File: src/rtl/apu_mixer_i2s_if.sv
// rtl/apu_mixer_i2s_if.sv - CPU register access bus for the APU mixer
interface apu_mixer_i2s_if;
  logic       cpu_en;
  logic [1:0] target;
  logic [7:0] rdata;
  logic [7:0] wdata;
  logic       write;

  modport master (
    output cpu_en,
    output target,
    output wdata,
    output write,
    input  rdata
  );

  modport slave (
    input  cpu_en,
    input  target,
    input  wdata,
    input  write,
    output rdata
  );
endinterface

File: src/rtl/apu_mixer_i2s.sv
// rtl/apu_mixer_i2s.sv - APU channel mixer with NR50/NR51 and I2S transmitter
module apu_mixer_i2s #(
  parameter int BCLK_DIV = 8
) (
  input  logic                  clk,
  input  logic                  reset_n,
  apu_mixer_i2s_if.slave        bus,
  input  logic                  apu_on,
  input  logic [3:0]            ch1_wave,
  input  logic [3:0]            ch2_wave,
  input  logic [3:0]            ch3_wave,
  input  logic [3:0]            ch4_wave,
  output logic                  i2s_bclk,
  output logic                  i2s_lrck,
  output logic                  i2s_sdata,
  output logic                  frame_strobe
);

  localparam int DIV_W = (BCLK_DIV > 2) ? $clog2(BCLK_DIV) : 1;
  localparam logic [DIV_W-1:0] DIV_LAST = DIV_W'(BCLK_DIV - 1);

  logic [7:0]       nr50;
  logic [7:0]       nr51;
  logic [DIV_W-1:0] div_cnt;
  logic [4:0]       slot;
  logic [4:0]       slot_next;
  logic [15:0]      hold_l;
  logic [15:0]      hold_r;
  logic [15:0]      hold_l_next;
  logic [15:0]      hold_r_next;
  logic [5:0]       sum_l;
  logic [5:0]       sum_r;
  logic [3:0]       vol_l;
  logic [3:0]       vol_r;
  logic [8:0]       mix_l;
  logic [8:0]       mix_r;
  logic [15:0]      sample_l;
  logic [15:0]      sample_r;
  logic             div_wrap;
  logic             bclk_fall;
  logic             frame_wrap;
  logic             next_bit;
  logic             next_lrck;

  // Register write path; power-off clears both registers and blocks writes
  always_ff @(posedge clk or negedge reset_n) begin
    if (!reset_n) begin
      nr50 <= 8'h00;
      nr51 <= 8'h00;
    end else if (!apu_on) begin
      nr50 <= 8'h00;
      nr51 <= 8'h00;
    end else begin
      if (bus.cpu_en && bus.write && bus.target[0]) nr50 <= bus.wdata;
      if (bus.cpu_en && bus.write && bus.target[1]) nr51 <= bus.wdata;
    end
  end

  // Read mux: NR50 wins when both select bits are set, no select reads all ones
  always_comb begin
    bus.rdata = 8'hFF;
    if (bus.target[0])      bus.rdata = nr50;
    else if (bus.target[1]) bus.rdata = nr51;
  end

  // Panning, master volume and left-justified placement into a 16-bit word
  always_comb begin
    sum_l = {2'b00, nr51[4] ? ch1_wave : 4'd0}
          + {2'b00, nr51[5] ? ch2_wave : 4'd0}
          + {2'b00, nr51[6] ? ch3_wave : 4'd0}
          + {2'b00, nr51[7] ? ch4_wave : 4'd0};
    sum_r = {2'b00, nr51[0] ? ch1_wave : 4'd0}
          + {2'b00, nr51[1] ? ch2_wave : 4'd0}
          + {2'b00, nr51[2] ? ch3_wave : 4'd0}
          + {2'b00, nr51[3] ? ch4_wave : 4'd0};
    vol_l = {1'b0, nr50[6:4]} + 4'd1;
    vol_r = {1'b0, nr50[2:0]} + 4'd1;
    mix_l = {3'b000, sum_l} * {5'b00000, vol_l};
    mix_r = {3'b000, sum_r} * {5'b00000, vol_r};
    sample_l = {1'b0, mix_l, 6'b000000};
    sample_r = {1'b0, mix_r, 6'b000000};
  end

  // Next-slot decode; on the frame wrap the freshly latched pair feeds slot 0
  always_comb begin
    div_wrap    = (div_cnt == DIV_LAST);
    bclk_fall   = div_wrap && i2s_bclk;
    slot_next   = slot + 5'd1;
    frame_wrap  = (slot == 5'd31);
    hold_l_next = frame_wrap ? sample_l : hold_l;
    hold_r_next = frame_wrap ? sample_r : hold_r;
    next_bit    = slot_next[4] ? hold_r_next[~slot_next[3:0]]
                               : hold_l_next[~slot_next[3:0]];
    next_lrck   = (slot_next >= 5'd15) && (slot_next <= 5'd30);
  end

  // Bit clock divider, slot counter and serial outputs, all advanced on bclk falls
  always_ff @(posedge clk or negedge reset_n) begin
    if (!reset_n) begin
      div_cnt      <= '0;
      slot         <= 5'd0;
      hold_l       <= 16'h0000;
      hold_r       <= 16'h0000;
      i2s_bclk     <= 1'b0;
      i2s_lrck     <= 1'b0;
      i2s_sdata    <= 1'b0;
      frame_strobe <= 1'b0;
    end else begin
      frame_strobe <= 1'b0;
      if (div_wrap) begin
        div_cnt  <= '0;
        i2s_bclk <= ~i2s_bclk;
      end else begin
        div_cnt <= div_cnt + 1'b1;
      end
      if (bclk_fall) begin
        slot      <= slot_next;
        i2s_lrck  <= next_lrck;
        i2s_sdata <= next_bit;
        if (frame_wrap) begin
          hold_l       <= sample_l;
          hold_r       <= sample_r;
          frame_strobe <= 1'b1;
        end
      end
    end
  end

endmodule

File: src/flat_wrapper.sv
// flat-port wrapper written by rule: the top's interface ports become plain ports
module apu_mixer_i2s_flat 
#(
  parameter int BCLK_DIV = 8
)
  (clk, reset_n, apu_on, ch1_wave, ch2_wave, ch3_wave, ch4_wave, i2s_bclk, i2s_lrck, i2s_sdata, frame_strobe, bus_cpu_en, bus_target, bus_wdata, bus_write, bus_rdata);
  apu_mixer_i2s_if bus_i ();
  input  logic clk;
  input  logic reset_n;
  input  logic apu_on;
  input  logic [3:0] ch1_wave;
  input  logic [3:0] ch2_wave;
  input  logic [3:0] ch3_wave;
  input  logic [3:0] ch4_wave;
  output logic i2s_bclk;
  output logic i2s_lrck;
  output logic i2s_sdata;
  output logic frame_strobe;
  input wire logic [$bits(bus_i.cpu_en)-1:0] bus_cpu_en;
  input wire logic [$bits(bus_i.target)-1:0] bus_target;
  input wire logic [$bits(bus_i.wdata)-1:0] bus_wdata;
  input wire logic [$bits(bus_i.write)-1:0] bus_write;
  output wire logic [$bits(bus_i.rdata)-1:0] bus_rdata;
  assign bus_i.cpu_en = bus_cpu_en;
  assign bus_i.target = bus_target;
  assign bus_i.wdata = bus_wdata;
  assign bus_i.write = bus_write;
  assign bus_rdata = bus_i.rdata;
  apu_mixer_i2s #(.BCLK_DIV(BCLK_DIV)) u_core (.clk(clk), .reset_n(reset_n), .bus(bus_i), .apu_on(apu_on), .ch1_wave(ch1_wave), .ch2_wave(ch2_wave), .ch3_wave(ch3_wave), .ch4_wave(ch4_wave), .i2s_bclk(i2s_bclk), .i2s_lrck(i2s_lrck), .i2s_sdata(i2s_sdata), .frame_strobe(frame_strobe));
endmodule
File: config.mk
export PLATFORM = sky130hd
export DESIGN_NAME = apu_mixer_i2s_flat
export DESIGN_NICKNAME = d
export VERILOG_FILES = /design/src/rtl/apu_mixer_i2s_if.sv /design/src/rtl/apu_mixer_i2s.sv /design/src/flat_wrapper.sv
export SDC_FILE = /design/constraint.sdc
export NUM_CORES = 1
export LEC_CHECK = 0
export BUFFER_PORTS_ARGS = -buffer_cell sky130_fd_sc_hd__buf_2
export CORE_ASPECT_RATIO = 0.5
export CORE_UTILIZATION = 55
export CTS_CLUSTER_DIAMETER = 80
export CTS_CLUSTER_SIZE = 40
export DETAILED_ROUTE_END_ITERATION = 6
export GPL_TIMING_DRIVEN = 1
export PLACE_DENSITY = 0.75
export SLEW_MARGIN = 20
export SYNTH_ARGS = -nofsm -noshare
export SYNTH_HDL_FRONTEND = slang
export SYNTH_SLANG_ARGS = --single-unit
File: constraint.sdc
create_clock -name clk -period 5.2 [get_ports clk]
set_input_delay 0.78 -clock clk [delete_from_list [all_inputs] [get_ports clk]]
set_output_delay 0.78 -clock clk [all_outputs]
set_load 0.1 [all_outputs]
==> impl_results.md <==
* TNS Setup at -429 ps
* NumNets Final at about 730
* Failing checks: setup timing
* I/O Pins at 43
* Synth Flop Type: dfrtp_1
* Gr ovfl total at 0
* Core area at between 0.009 and 0.01 sq mm
* Finished Layout Cells at 748
* #FFs+latches synth at 60
* Worst-skew pair later-pin latency at 330 ps
* Placed inst area at between 0.006 and 0.007 sq mm
* Max Clock Skew at 8.17 ps
* Crit path capture: u_core.i2s_sdata
* Cell chosen for the clock root: clkbuf_16
* Max-cap violations at 0
* Reg power frac at a little under two fifths
* Status: finished, violations left
* TritonCTS buffer count at 9
* Ys async rst share at 100%
* FF-to-FF Start: u_core.nr51[4]
* Number of global-route vias before repair at 4150
* Initial Utilization at approximately three fifths
* Reg2reg end: u_core.i2s_sdata
* Switch Pwr at 0.329 mW
* Critical path class: input pin to flop
* DPL Wire Length at approximately 8.9 mm
* Final slew viol count at 0
* Total power at ~1.3 mW
* Crit share post-route at 105%
* Clock buffer depth at 2
* First-pass GRT wire length at around 20 mm
* Largest net degree at the start of global routing at approximately 60
* Switch share at around a quarter
* Cells after synthesis at roughly 550
* DRC viols at 0
* Yosys top cell area share at ~28%
* Ant. Diodes at 0
* HP Start: u_core.div_cnt[0]
* Netlist Area Pre-Place at 0.00530 sq mm
* Synth Net Count at around 650
* PortBufs at 42
* Dpl cells at 725
* Final core utilization at around 72%
* Iter 0 DRT Violations at between 200 and 300
* Die Area at just over 0.01 sq mm
* Clock sink count at 60
* Detailed-route via count at 4136
* Pwr per Cell Area at 192 mW/mm^2
* Share of cells above drive strength 1 at roughly 29%
* Min Clock Period, post-route at between 5000 and 6000 ps
* Post-Syn Area per Cell at ~9.7 sq um
* Achievable Freq at 183 MHz
* Routed WL at roughly 12 mm
* RSZ-0062 raised after global routing: yes
* Routed WL per cell at 15.9 um
* Power share of the clock group at between 40% and 50%
* Reg2reg path depth at 22
* P&R area growth vs syn at 23.0%
* DR vias/cell at between 5 and 6
* Worst EP required at between 5000 and 6000 ps
* Pre-CTS setup slack at -590 ps
* Standard-cell row count at 24
* Fin. Hold Viols at 0
* Worst hold-check path type: flop to flop
* Gr usage total at 25.4%
* CP Capture Type: flop
* Slew @ Worst Pin at ~770 ps
* FF-to-FF setup slack at -150 ps
* Static Leak at between 3 and 4 nW
* Fin area at approximately 0.0065 sq mm
* # hold bufs at CTS at 0
* Initial antenna violation count at 0
* Total number of H-tree levels at 3
* Slew HR at about half
* 1st-pass router iterations at 4
* GPL Wtd Cong at between 0.8 and 0.9
* Clock transition at path regs at ~50 ps
* Post-route ant nets at 0
* Setup violators final at 2
* EDFF count, synth at 0
* CTS tree: built
* Die Y at just over 70 um
* P_int at approximately 0.92 mW
* Sequential-to-total area share from yosys stat at between 20 and 30%
* Fin Hold WS at approximately 440 ps
* Yosys warns at 0
* Critical path data arrival time at 5660 ps
* Crit Path Max Fanout at 3
* Fill count at about 650
* Combinational power share at between 10% and 20%
* Largest cells by area after synthesis: dfrtp_1 28%, ha_1 11%, fa_1 11%, and2_1 5.7%, mux2i_1 3.6%
* CP Launch Type: input pin
* Die X at 141 um
* Peak VDD IR at approximately 0.17 mV
* Crit path launch: ch1_wave[0]
* Synth area leader: dfrtp_1
* Netlist cell types at 58
* Final WS setup at -257 ps
per-layer routing:
layer / share of wire (%) / vias to the layer above / GRT usage [%]
met5: 0 / - / 0
met4: 0.81 / 0 / 5.68
met3: 4.5 / 13 / 5.55
met2: 46 / 91 / 40.7
met1: 49 / 2007 / 35.7
li1: - / 2025 / -
cells by family (layout without fill, tap and decap cells):
group | count (synthesis) | count (layout) | synth area share (%)
mux | 37 | 37 | 8.90
buf+inv | 62 | 146 | 4.87
compound gates | 79 | 79 | 9.94
simple gates | 203 | 203 | 20.8
fa+ha+maj | 76 | 76 | 21.9
xor+xnor | 30 | 30 | 5.24
flops | 60 | 60 | 28.3
synth_stat cells, types with 2 or more instances:
master     n
dfrtp_1   60
and2_1    48
ha_1      48
inv_1     44
nand2_1   43
nor2_1    33
fa_1      28
nor2b_1   27
a21oi_1   21
mux2i_1   19
xnor2_1   18
o21ai_0   14
mux2_2    12
nor3b_1   12
nand3_1   10
xor2_1    10
a21o_1     8
buf_2      8
clkbuf_1   7
nand4_1    6
nor3_1     6
or2_2      6
a211oi_1   4
a31oi_1    4
a211o_1    3
mux4_1     3
mux4_2     3
o211ai_1   3
o21bai_1   3
a22oi_1    2
and4_1     2
buf_6      2
nand2b_1   2
o21ai_1    2
o22ai_1    2
or3b_1     2
cells in the final DEF, fill, tap and decap left out, types with 11 or more instances in the layout:
cell type	instances
ha_1	37
mux2_2	11
nor2_1	31
and2_1	43
fa_1	22
nor3b_1	12
dfrtp_1	60
mux2i_1	19
a21oi_1	17
inv_1	35
nand2_1	42
buf_4	41
nor2b_1	26
buf_2	40
xnor2_1	14
layout make-up:
class                      instances  area [sq um]  share of cell area (%)
clock buffer                      11           253                    3.88
tap                              117           146                    2.25
clock inverter                     4          48.8                   0.749
inverter                          45           169                    2.59
multi-input combinational        425          3830                    58.8
timing repair buffer              86           564                    8.66
sequential                        60          1500                    23.0
worst min-delay path by stage:
stage,to,slack [ps],cells after the start
final,u_core.div_cnt[0],440,1
after global routing,u_core.div_cnt[0],460,1
after CTS,u_core.div_cnt[0],440,1
after detailed placement,u_core.div_cnt[0],440,1
after global placement,u_core.div_cnt[0],420,1
after floorplan,u_core.div_cnt[0],400,1
power groups by stage:
stage                     registers [mW]  clock network, mW  logic (mW)
final                              0.478              0.609       0.166
after global routing               0.478              0.639       0.180
after CTS                          0.478              0.619       0.162
after detailed placement           0.486                  0       0.157
after global placement             0.486                  0       0.154
after floorplan                    0.483                  0       0.104
state kept, by name, summed over array words and instances, names as in the netlist:
name	count
u_core.i2s_bclk	1
u_core.nr51	8
u_core.hold_r	16
u_core.nr50	8
u_core.div_cnt	3
u_core.i2s_lrck	1
u_core.frame_strobe	1
u_core.i2s_sdata	1
u_core.slot	5
u_core.hold_l	16
timing repair:
action / in CTS / in global routing
buffers inserted: 4 / 4
pin swaps: 6 / 28
gates cloned: 0 / 0
setup endpoints to repair: 2 / 6
endpoints found under the hold margin: 0 / 0
resized for setup: 13 / 15
critical path: stages:
cell	delay (ps)
buf_6	90
and2_4	150
ha_4	150
fa_2	370
xnor2_2	150
fa_1	520
inv_2	70
ha_4	240
a21o_1	200
a21oi_4	190
xnor2_2	90
and2_1	160
fa_1	500
inv_2	40
fa_1	510
inv_2	50
ha_4	260
or3b_4	390
o2bb2ai_4	130
and4_1	150
o41ai_2	360
a32oi_1	80
Power figures use the tool's default switching activity.
